**config.mk**
```make
export PLATFORM = sky130hd
export DESIGN_NAME = cnn_accel_mmio_master_flat
export DESIGN_NICKNAME = d
export VERILOG_FILES = /design/src/rtl/cnn_accel_pkg.sv /design/src/rtl/cnn_accel_mmio_master_if.sv /design/src/rtl/cnn_accel_cycle_ctr.sv /design/src/rtl/cnn_accel_mmio_master.sv /design/src/flat_wrapper.sv
export SDC_FILE = /design/constraint.sdc
export NUM_CORES = 1
export LEC_CHECK = 0
export BUFFER_PORTS_ARGS = -buffer_cell sky130_fd_sc_hd__buf_2
export CORE_MARGIN = 4
export CORE_UTILIZATION = 51
export CTS_CLUSTER_SIZE = 28
export DETAILED_ROUTE_END_ITERATION = 7
export GPL_ROUTABILITY_DRIVEN = 0
export GPL_TIMING_DRIVEN = 0
export PLACE_DENSITY = 0.92
export SLEW_MARGIN = 10
export SYNTH_ARGS = -nofsm -noshare
export SYNTH_HDL_FRONTEND = slang
export SYNTH_SLANG_ARGS = --single-unit
```
**constraint.sdc**
```tcl
create_clock -name clk -period 4.59 [get_ports clk]
set_input_delay 0.2295 -clock clk [delete_from_list [all_inputs] [get_ports clk]]
set_output_delay 0.2295 -clock clk [all_outputs]
set_load 0.02 [all_outputs]
```
**src/rtl/cnn_accel_pkg.sv**
```systemverilog
// Shared constants for the CNN accelerator MMIO master: bus width, command ops, FSM states.
package cnn_accel_pkg;

  localparam int MMIO_W = 32;

  typedef enum logic [1:0] {
    OP_WRITE     = 2'b00,
    OP_READ      = 2'b01,
    OP_WAIT_INTR = 2'b10,
    OP_RSVD      = 2'b11
  } op_t;

  typedef enum logic [2:0] {
    ST_IDLE      = 3'd0,
    ST_WRITE     = 3'd1,
    ST_READ      = 3'd2,
    ST_READ_WAIT = 3'd3,
    ST_WAIT_INTR = 3'd4,
    ST_RESP      = 3'd5
  } state_t;

endpackage

```
**src/rtl/cnn_accel_mmio_master_if.sv**
```systemverilog
// Command/response handshake plus accelerator MMIO signals; master is the DUT side.
interface cnn_accel_mmio_master_if;
  import cnn_accel_pkg::*;

  logic              cmd_valid;
  logic              cmd_ready;
  logic [1:0]        cmd_op;
  logic [MMIO_W-1:0] cmd_addr;
  logic [MMIO_W-1:0] cmd_wdata;
  logic              rsp_valid;
  logic              rsp_ready;
  logic [MMIO_W-1:0] rsp_data;
  logic              rsp_timeout;
  logic              mmio_write_en;
  logic              mmio_read_en;
  logic [MMIO_W-1:0] mmio_addr;
  logic [MMIO_W-1:0] mmio_wdata;
  logic [MMIO_W-1:0] mmio_rdata;
  logic              intr;
  logic              busy;

  modport master (
    input  cmd_valid, cmd_op, cmd_addr, cmd_wdata, rsp_ready, mmio_rdata, intr,
    output cmd_ready, rsp_valid, rsp_data, rsp_timeout,
           mmio_write_en, mmio_read_en, mmio_addr, mmio_wdata, busy
  );

  modport slave (
    output cmd_valid, cmd_op, cmd_addr, cmd_wdata, rsp_ready, mmio_rdata, intr,
    input  cmd_ready, rsp_valid, rsp_data, rsp_timeout,
           mmio_write_en, mmio_read_en, mmio_addr, mmio_wdata, busy
  );

endinterface

```
**src/rtl/cnn_accel_cycle_ctr.sv**
```systemverilog
// Up-counter shared by read-latency and interrupt-timeout waits; done is combinational on count==terminal.
module cnn_accel_cycle_ctr #(
  parameter int W = 21
) (
  input  logic         clk,
  input  logic         reset,
  input  logic         clear,
  input  logic         enable,
  input  logic [W-1:0] terminal,
  output logic         done
);

  logic [W-1:0] count;

  always_ff @(posedge clk) begin
    if (reset || clear) begin
      count <= '0;
    end else if (enable) begin
      count <= count + W'(1);
    end
  end

  assign done = (count == terminal);

endmodule

```
**src/rtl/cnn_accel_mmio_master.sv**
```systemverilog
// One-command-in-flight MMIO master: write strobe N+1, read response N+2+READ_LAT, intr wait with timeout.
// Response holds until rsp_ready; commands are only accepted in IDLE.
module cnn_accel_mmio_master
  import cnn_accel_pkg::*;
#(
  parameter int READ_LAT       = 1,
  parameter int TIMEOUT_CYCLES = 1024
) (
  input  logic                    clk,
  input  logic                    reset,
  cnn_accel_mmio_master_if.master bus
);

  localparam int CTR_W = 21;

  state_t            state, state_nxt;
  logic              accept;
  logic              cap_rsp;
  logic [MMIO_W-1:0] rsp_data_nxt;
  logic              rsp_to_nxt;
  logic              ctr_en;
  logic              ctr_done;
  logic [CTR_W-1:0]  ctr_term;
  logic [MMIO_W-1:0] addr_q, wdata_q, rsp_data_q;
  logic              rsp_to_q;

  always_ff @(posedge clk) begin
    if (reset) begin
      state <= ST_IDLE;
    end else begin
      state <= state_nxt;
    end
  end

  always_comb begin
    state_nxt    = state;
    accept       = 1'b0;
    cap_rsp      = 1'b0;
    rsp_data_nxt = '0;
    rsp_to_nxt   = 1'b0;
    ctr_en       = 1'b0;
    ctr_term     = CTR_W'(READ_LAT - 1);
    case (state)
      ST_IDLE: begin
        if (bus.cmd_valid && !reset) begin
          accept = 1'b1;
          case (op_t'(bus.cmd_op))
            OP_WRITE:     state_nxt = ST_WRITE;
            OP_READ:      state_nxt = ST_READ;
            OP_WAIT_INTR: state_nxt = ST_WAIT_INTR;
            default:      state_nxt = ST_IDLE;
          endcase
        end
      end
      ST_WRITE: state_nxt = ST_IDLE;
      ST_READ:  state_nxt = ST_READ_WAIT;
      ST_READ_WAIT: begin
        ctr_en = 1'b1;
        if (ctr_done) begin
          cap_rsp      = 1'b1;
          rsp_data_nxt = bus.mmio_rdata;
          state_nxt    = ST_RESP;
        end
      end
      ST_WAIT_INTR: begin
        ctr_en   = 1'b1;
        ctr_term = CTR_W'(TIMEOUT_CYCLES - 1);
        // intr takes priority over an expiry in the same cycle
        if (bus.intr) begin
          cap_rsp   = 1'b1;
          state_nxt = ST_RESP;
        end else if (ctr_done) begin
          cap_rsp    = 1'b1;
          rsp_to_nxt = 1'b1;
          state_nxt  = ST_RESP;
        end
      end
      ST_RESP: begin
        if (bus.rsp_ready) state_nxt = ST_IDLE;
      end
      default: state_nxt = ST_IDLE;
    endcase
  end

  cnn_accel_cycle_ctr #(.W(CTR_W)) u_ctr (
    .clk      (clk),
    .reset    (reset),
    .clear    (!ctr_en),
    .enable   (ctr_en),
    .terminal (ctr_term),
    .done     (ctr_done)
  );

  always_ff @(posedge clk) begin
    if (reset) begin
      addr_q     <= '0;
      wdata_q    <= '0;
      rsp_data_q <= '0;
      rsp_to_q   <= 1'b0;
    end else begin
      if (accept) begin
        addr_q  <= bus.cmd_addr;
        wdata_q <= bus.cmd_wdata;
      end
      if (cap_rsp) begin
        rsp_data_q <= rsp_data_nxt;
        rsp_to_q   <= rsp_to_nxt;
      end
    end
  end

  assign bus.cmd_ready     = (state == ST_IDLE) && !reset;
  assign bus.busy          = (state != ST_IDLE);
  assign bus.mmio_write_en = (state == ST_WRITE);
  assign bus.mmio_read_en  = (state == ST_READ);
  assign bus.rsp_valid     = (state == ST_RESP);
  assign bus.mmio_addr     = addr_q;
  assign bus.mmio_wdata    = wdata_q;
  assign bus.rsp_data      = rsp_data_q;
  assign bus.rsp_timeout   = rsp_to_q;

endmodule

```
**src/flat_wrapper.sv**
```systemverilog
// flat-port wrapper written by rule: the top's interface ports become plain ports
module cnn_accel_mmio_master_flat import cnn_accel_pkg::*;
#(
  parameter int READ_LAT       = 1,
  parameter int TIMEOUT_CYCLES = 1024
)
  (clk, reset, bus_cmd_valid, bus_cmd_op, bus_cmd_addr, bus_cmd_wdata, bus_rsp_ready, bus_mmio_rdata, bus_intr, bus_cmd_ready, bus_rsp_valid, bus_rsp_data, bus_rsp_timeout, bus_mmio_write_en, bus_mmio_read_en, bus_mmio_addr, bus_mmio_wdata, bus_busy);
  cnn_accel_mmio_master_if bus_i ();
  input  logic clk;
  input  logic reset;
  input wire logic [$bits(bus_i.cmd_valid)-1:0] bus_cmd_valid;
  input wire logic [$bits(bus_i.cmd_op)-1:0] bus_cmd_op;
  input wire logic [$bits(bus_i.cmd_addr)-1:0] bus_cmd_addr;
  input wire logic [$bits(bus_i.cmd_wdata)-1:0] bus_cmd_wdata;
  input wire logic [$bits(bus_i.rsp_ready)-1:0] bus_rsp_ready;
  input wire logic [$bits(bus_i.mmio_rdata)-1:0] bus_mmio_rdata;
  input wire logic [$bits(bus_i.intr)-1:0] bus_intr;
  output wire logic [$bits(bus_i.cmd_ready)-1:0] bus_cmd_ready;
  output wire logic [$bits(bus_i.rsp_valid)-1:0] bus_rsp_valid;
  output wire logic [$bits(bus_i.rsp_data)-1:0] bus_rsp_data;
  output wire logic [$bits(bus_i.rsp_timeout)-1:0] bus_rsp_timeout;
  output wire logic [$bits(bus_i.mmio_write_en)-1:0] bus_mmio_write_en;
  output wire logic [$bits(bus_i.mmio_read_en)-1:0] bus_mmio_read_en;
  output wire logic [$bits(bus_i.mmio_addr)-1:0] bus_mmio_addr;
  output wire logic [$bits(bus_i.mmio_wdata)-1:0] bus_mmio_wdata;
  output wire logic [$bits(bus_i.busy)-1:0] bus_busy;
  assign bus_i.cmd_valid = bus_cmd_valid;
  assign bus_i.cmd_op = bus_cmd_op;
  assign bus_i.cmd_addr = bus_cmd_addr;
  assign bus_i.cmd_wdata = bus_cmd_wdata;
  assign bus_i.rsp_ready = bus_rsp_ready;
  assign bus_i.mmio_rdata = bus_mmio_rdata;
  assign bus_i.intr = bus_intr;
  assign bus_cmd_ready = bus_i.cmd_ready;
  assign bus_rsp_valid = bus_i.rsp_valid;
  assign bus_rsp_data = bus_i.rsp_data;
  assign bus_rsp_timeout = bus_i.rsp_timeout;
  assign bus_mmio_write_en = bus_i.mmio_write_en;
  assign bus_mmio_read_en = bus_i.mmio_read_en;
  assign bus_mmio_addr = bus_i.mmio_addr;
  assign bus_mmio_wdata = bus_i.mmio_wdata;
  assign bus_busy = bus_i.busy;
  cnn_accel_mmio_master #(.READ_LAT(READ_LAT), .TIMEOUT_CYCLES(TIMEOUT_CYCLES)) u_core (.clk(clk), .reset(reset), .bus(bus_i));
endmodule
```
==> results.rst <==
.. list-table::
   :header-rows: 1

   * - Metric
     - Value
   * - HPWL after DPL
     - 10200 um
   * - Number of max-capacitance violations reported
     - 0
   * - Synthesis-to-layout area growth
     - 56.7%
   * - Crit path kind
     - flop to flop
   * - Number of synthesized flops with an enable pin
     - 0
   * - Reg2reg setup slack
     - 2.02 ns
   * - Power per cell area
     - 384 mW/mm^2
   * - Shortest clock period the worst path allows after layout
     - 2.57 ns
   * - Max IR drop VDD
     - 0.000295 V
   * - Num rows
     - 35
   * - Clock Latency Late Sink
     - 0.52 ns
   * - TritonCTS Buffers
     - 17
   * - Worst setup slack before clock tree synthesis
     - 2.18 ns
   * - DRC violation total after the first TritonRoute iteration
     - 557
   * - Core box area
     - 0.00924 sq mm
   * - Worst-margin pin slew
     - 0.692 ns
   * - Post-route clock period utilization
     - 56.0%
   * - Number of synthesized register bits
     - 121
   * - Wire length on met2
     - 9740 um
   * - Share of flip-flops with an asynchronous set or reset after synthesis
     - 0%
   * - Startpoint class of the critical path
     - flop
   * - Setup ws final
     - 2.02 ns
   * - Detailed-route via count
     - 5767
   * - Width of the die
     - 105 um
   * - Top fanout value on the critical path
     - 10
   * - Sum Neg Setup Slack
     - 0 ns
   * - Routed wire length on met3
     - 1820 um
   * - Die height
     - 105 um
   * - Largest net degree at the start of global routing
     - 17
   * - Synth Cell Area
     - 0.00482 sq mm
   * - Detailed Routing Iterations Pass 1
     - 5
   * - # IOs
     - 205
   * - Worst EP arrival
     - 3.02 ns
   * - DRC errors left
     - 0
   * - Hold Fails Final Rpt
     - 0
   * - Antenna Nets Post-Route
     - 0
   * - Antenna violations before repair
     - 0
   * - Worst path required time
     - 5.04 ns
   * - Average instance area after synthesis
     - 8.91 sq um
   * - Total Wirelength
     - 19800 um
   * - # port buffers
     - 204
   * - WL/cell
     - 19.8 um
   * - Ys flop type
     - sky130_fd_sc_hd__dfxtp_1
   * - Share of the synthesized area in the top cell type
     - 50.2%
   * - Cell taking the most area after synthesis
     - sky130_fd_sc_hd__dfxtp_1
   * - Critical path capture point type
     - flop
   * - Full die area
     - 0.0111 sq mm
   * - Clock sink count
     - 121
   * - Initial Util
     - 52.2%
   * - Final net count
     - 964
   * - Remaining max-slew budget at the tightest pin
     - 53.4%
   * - Antenna cells
     - 0
   * - Total overflow reported by the global router
     - 0
   * - Maximum achievable frequency
     - 0.389 GHz
   * - CTS root buffer
     - sky130_fd_sc_hd__clkbuf_8
   * - Final slew viol count
     - 0
   * - Number of cells upsized or downsized after cts
     - 0
   * - Number of global-route vias before repair
     - 6179
   * - Run status
     - completed
   * - Static leakage
     - 3.51 nW
   * - Setup-failing EPs final
     - 0
   * - Commonest cells post-synth
     - sky130_fd_sc_hd__nand2_1, sky130_fd_sc_hd__dfxtp_1, sky130_fd_sc_hd__nand3b_1
   * - Clock tree from TritonCTS
     - yes
   * - H-tree Lvls
     - 4
   * - Wire length of the first global-routing pass
     - 31700 um
   * - GRT Util Overall
     - 36.2%
   * - Metal1 wirelength
     - 6650 um
   * - Net count after synthesis
     - 645
   * - Library cells used by synthesis
     - 40
   * - Fill cell total of the finished layout
     - 470
   * - Uppermost signal routing layer after detailed routing
     - met4
   * - Most used standard cell by instance count after synthesis
     - sky130_fd_sc_hd__nand2_1
   * - Layout Skew
     - 0.0112 ns
   * - Synthesis Warnings
     - 0
   * - Unrepaired setup endpoints after global routing
     - no
   * - Worst hold path type
     - input port to flop
   * - Via-per-instance ratio
     - 5.76
   * - Clk buf depth
     - 2
   * - Cell count after synthesis
     - 541
   * - Layout cells sized above 1
     - 28.4%
   * - Sequential element share of the synthesized area
     - 50.2%
   * - Synth area leaders
     - sky130_fd_sc_hd__dfxtp_1, sky130_fd_sc_hd__nand2_1, sky130_fd_sc_hd__nand3b_1
   * - Clk slew on worst S/H paths
     - 0.06 ns
final timing paths:
path	startpoint	end	cells after the start
worst max-delay path	u_core.state[1]	u_core.bus.mmio_addr[28]	7
worst min-delay path	reset	u_core.bus.rsp_data[31]	3
worst max register to register	u_core.state[1]	u_core.bus.mmio_addr[28]	7
worst min register to register	u_core.bus.mmio_wdata[7]	u_core.bus.mmio_wdata[7]	2
where the power goes:
group / internal [mW] / switching (mW) / total (mW)
clock network: 0.822 / 0.515 / 1.34
logic: 0.176 / 0.244 / 0.420
registers: 1.11 / 0.0393 / 1.15
total: 2.11 / 0.799 / 2.90
routing by layer:
metal | vias to the layer above | track usage, %
li1 | 2503 | -
met1 | 2643 | 37.6
met2 | 476 | 61.9
met3 | 145 | 9.31
met4 | 0 | 27.8
met5 | - | 0
worst max-delay path: stages, from the launching register on:
cell and delay, ns:
sky130_fd_sc_hd__dfxtp_1 0.32, sky130_fd_sc_hd__clkbuf_1 0.21, sky130_fd_sc_hd__nor4_1 0.54, sky130_fd_sc_hd__and2_1 0.21, sky130_fd_sc_hd__clkbuf_1 0.50, sky130_fd_sc_hd__clkbuf_1 0.46, sky130_fd_sc_hd__nand2_1 0.14, sky130_fd_sc_hd__nand2_1 0.12
metrics by stage:
step / utilization, % / power (mW) / std cells / hold slack [ns] / instance area [sq um]
final: 81.8 / 2.90 / 1002 / 0.114 / 7560
after global routing: 81.8 / 2.98 / 1002 / 0.111 / 7560
after CTS: 81.8 / 2.85 / 1002 / 0.106 / 7560
after detailed placement: 65.0 / 1.49 / 874 / 0.417 / 6000
after global placement: 65.0 / 1.47 / 874 / 0.413 / 6000
after floorplan: - / 1.34 / 541 / 0.328 / 4820
layout by cell type, fill, tap and decap left out, types with 3 or more instances in the layout:
master / n
sky130_fd_sc_hd__nor3b_1: 3
sky130_fd_sc_hd__clkinvlp_4: 3
sky130_fd_sc_hd__dfxtp_1: 121
sky130_fd_sc_hd__xor2_1: 7
sky130_fd_sc_hd__a21oi_1: 10
sky130_fd_sc_hd__clkbuf_1: 27
sky130_fd_sc_hd__nand2_1: 135
sky130_fd_sc_hd__dlygate4sd3_1: 96
sky130_fd_sc_hd__nand3_1: 8
sky130_fd_sc_hd__and4_1: 3
sky130_fd_sc_hd__clkbuf_16: 16
sky130_fd_sc_hd__o21ai_0: 9
sky130_fd_sc_hd__buf_2: 207
sky130_fd_sc_hd__o2bb2ai_1: 32
sky130_fd_sc_hd__nor4_1: 7
sky130_fd_sc_hd__xnor2_1: 5
sky130_fd_sc_hd__or2_2: 3
sky130_fd_sc_hd__and2_1: 3
sky130_fd_sc_hd__or3_1: 8
sky130_fd_sc_hd__clkbuf_8: 4
sky130_fd_sc_hd__nand3b_1: 66
sky130_fd_sc_hd__nand4_1: 8
sky130_fd_sc_hd__nand2b_1: 34
sky130_fd_sc_hd__inv_6: 4
sky130_fd_sc_hd__nor2_1: 20
sky130_fd_sc_hd__buf_6: 3
sky130_fd_sc_hd__nor3_1: 5
kinds of logic (layout without fill, tap and decap cells):
kind of cell | Yosys count | after routing | share of synthesized area, %
simple gates | 310 | 310 | 34.1
flops | 121 | 121 | 50.2
compound gates | 60 | 60 | 9.76
buf+inv | 37 | 369 | 3.43
xor+xnor | 12 | 12 | 2.18
fa+ha+maj | 1 | 1 | 0.259
state kept, by name, indices dropped and copies added (netlist names):
name and cells:
u_core.bus.rsp_timeout 1, u_core.bus.rsp_data 32, u_core.bus.mmio_addr 32, u_core.u_ctr.count 21, u_core.state 3, u_core.bus.mmio_wdata 32
final cells by class:
| class | instances | area (sq um) | area share [%] |
|---|---|---|---|
| clock buffers | 20 | 455 | 6.03 |
| multi-input cells | 383 | 2230 | 29.6 |
| flip-flops and latches | 121 | 2420 | 32.1 |
| clock inverters | 12 | 136 | 1.80 |
| well taps | 129 | 161 | 2.14 |
| inverters | 2 | 7.51 | 0.0994 |
| repair buffers | 300 | 1980 | 26.2 |
| plain buffers | 35 | 158 | 2.09 |
what timing repair did:
item / in CTS / in global routing
hold buffers: 96 / 0
setup buffers: 0 / 0
setup endpoints to repair: 0 / 0
endpoints found under the hold margin: 96 / 0
No activity file was read; power rests on OpenSTA's default activity.
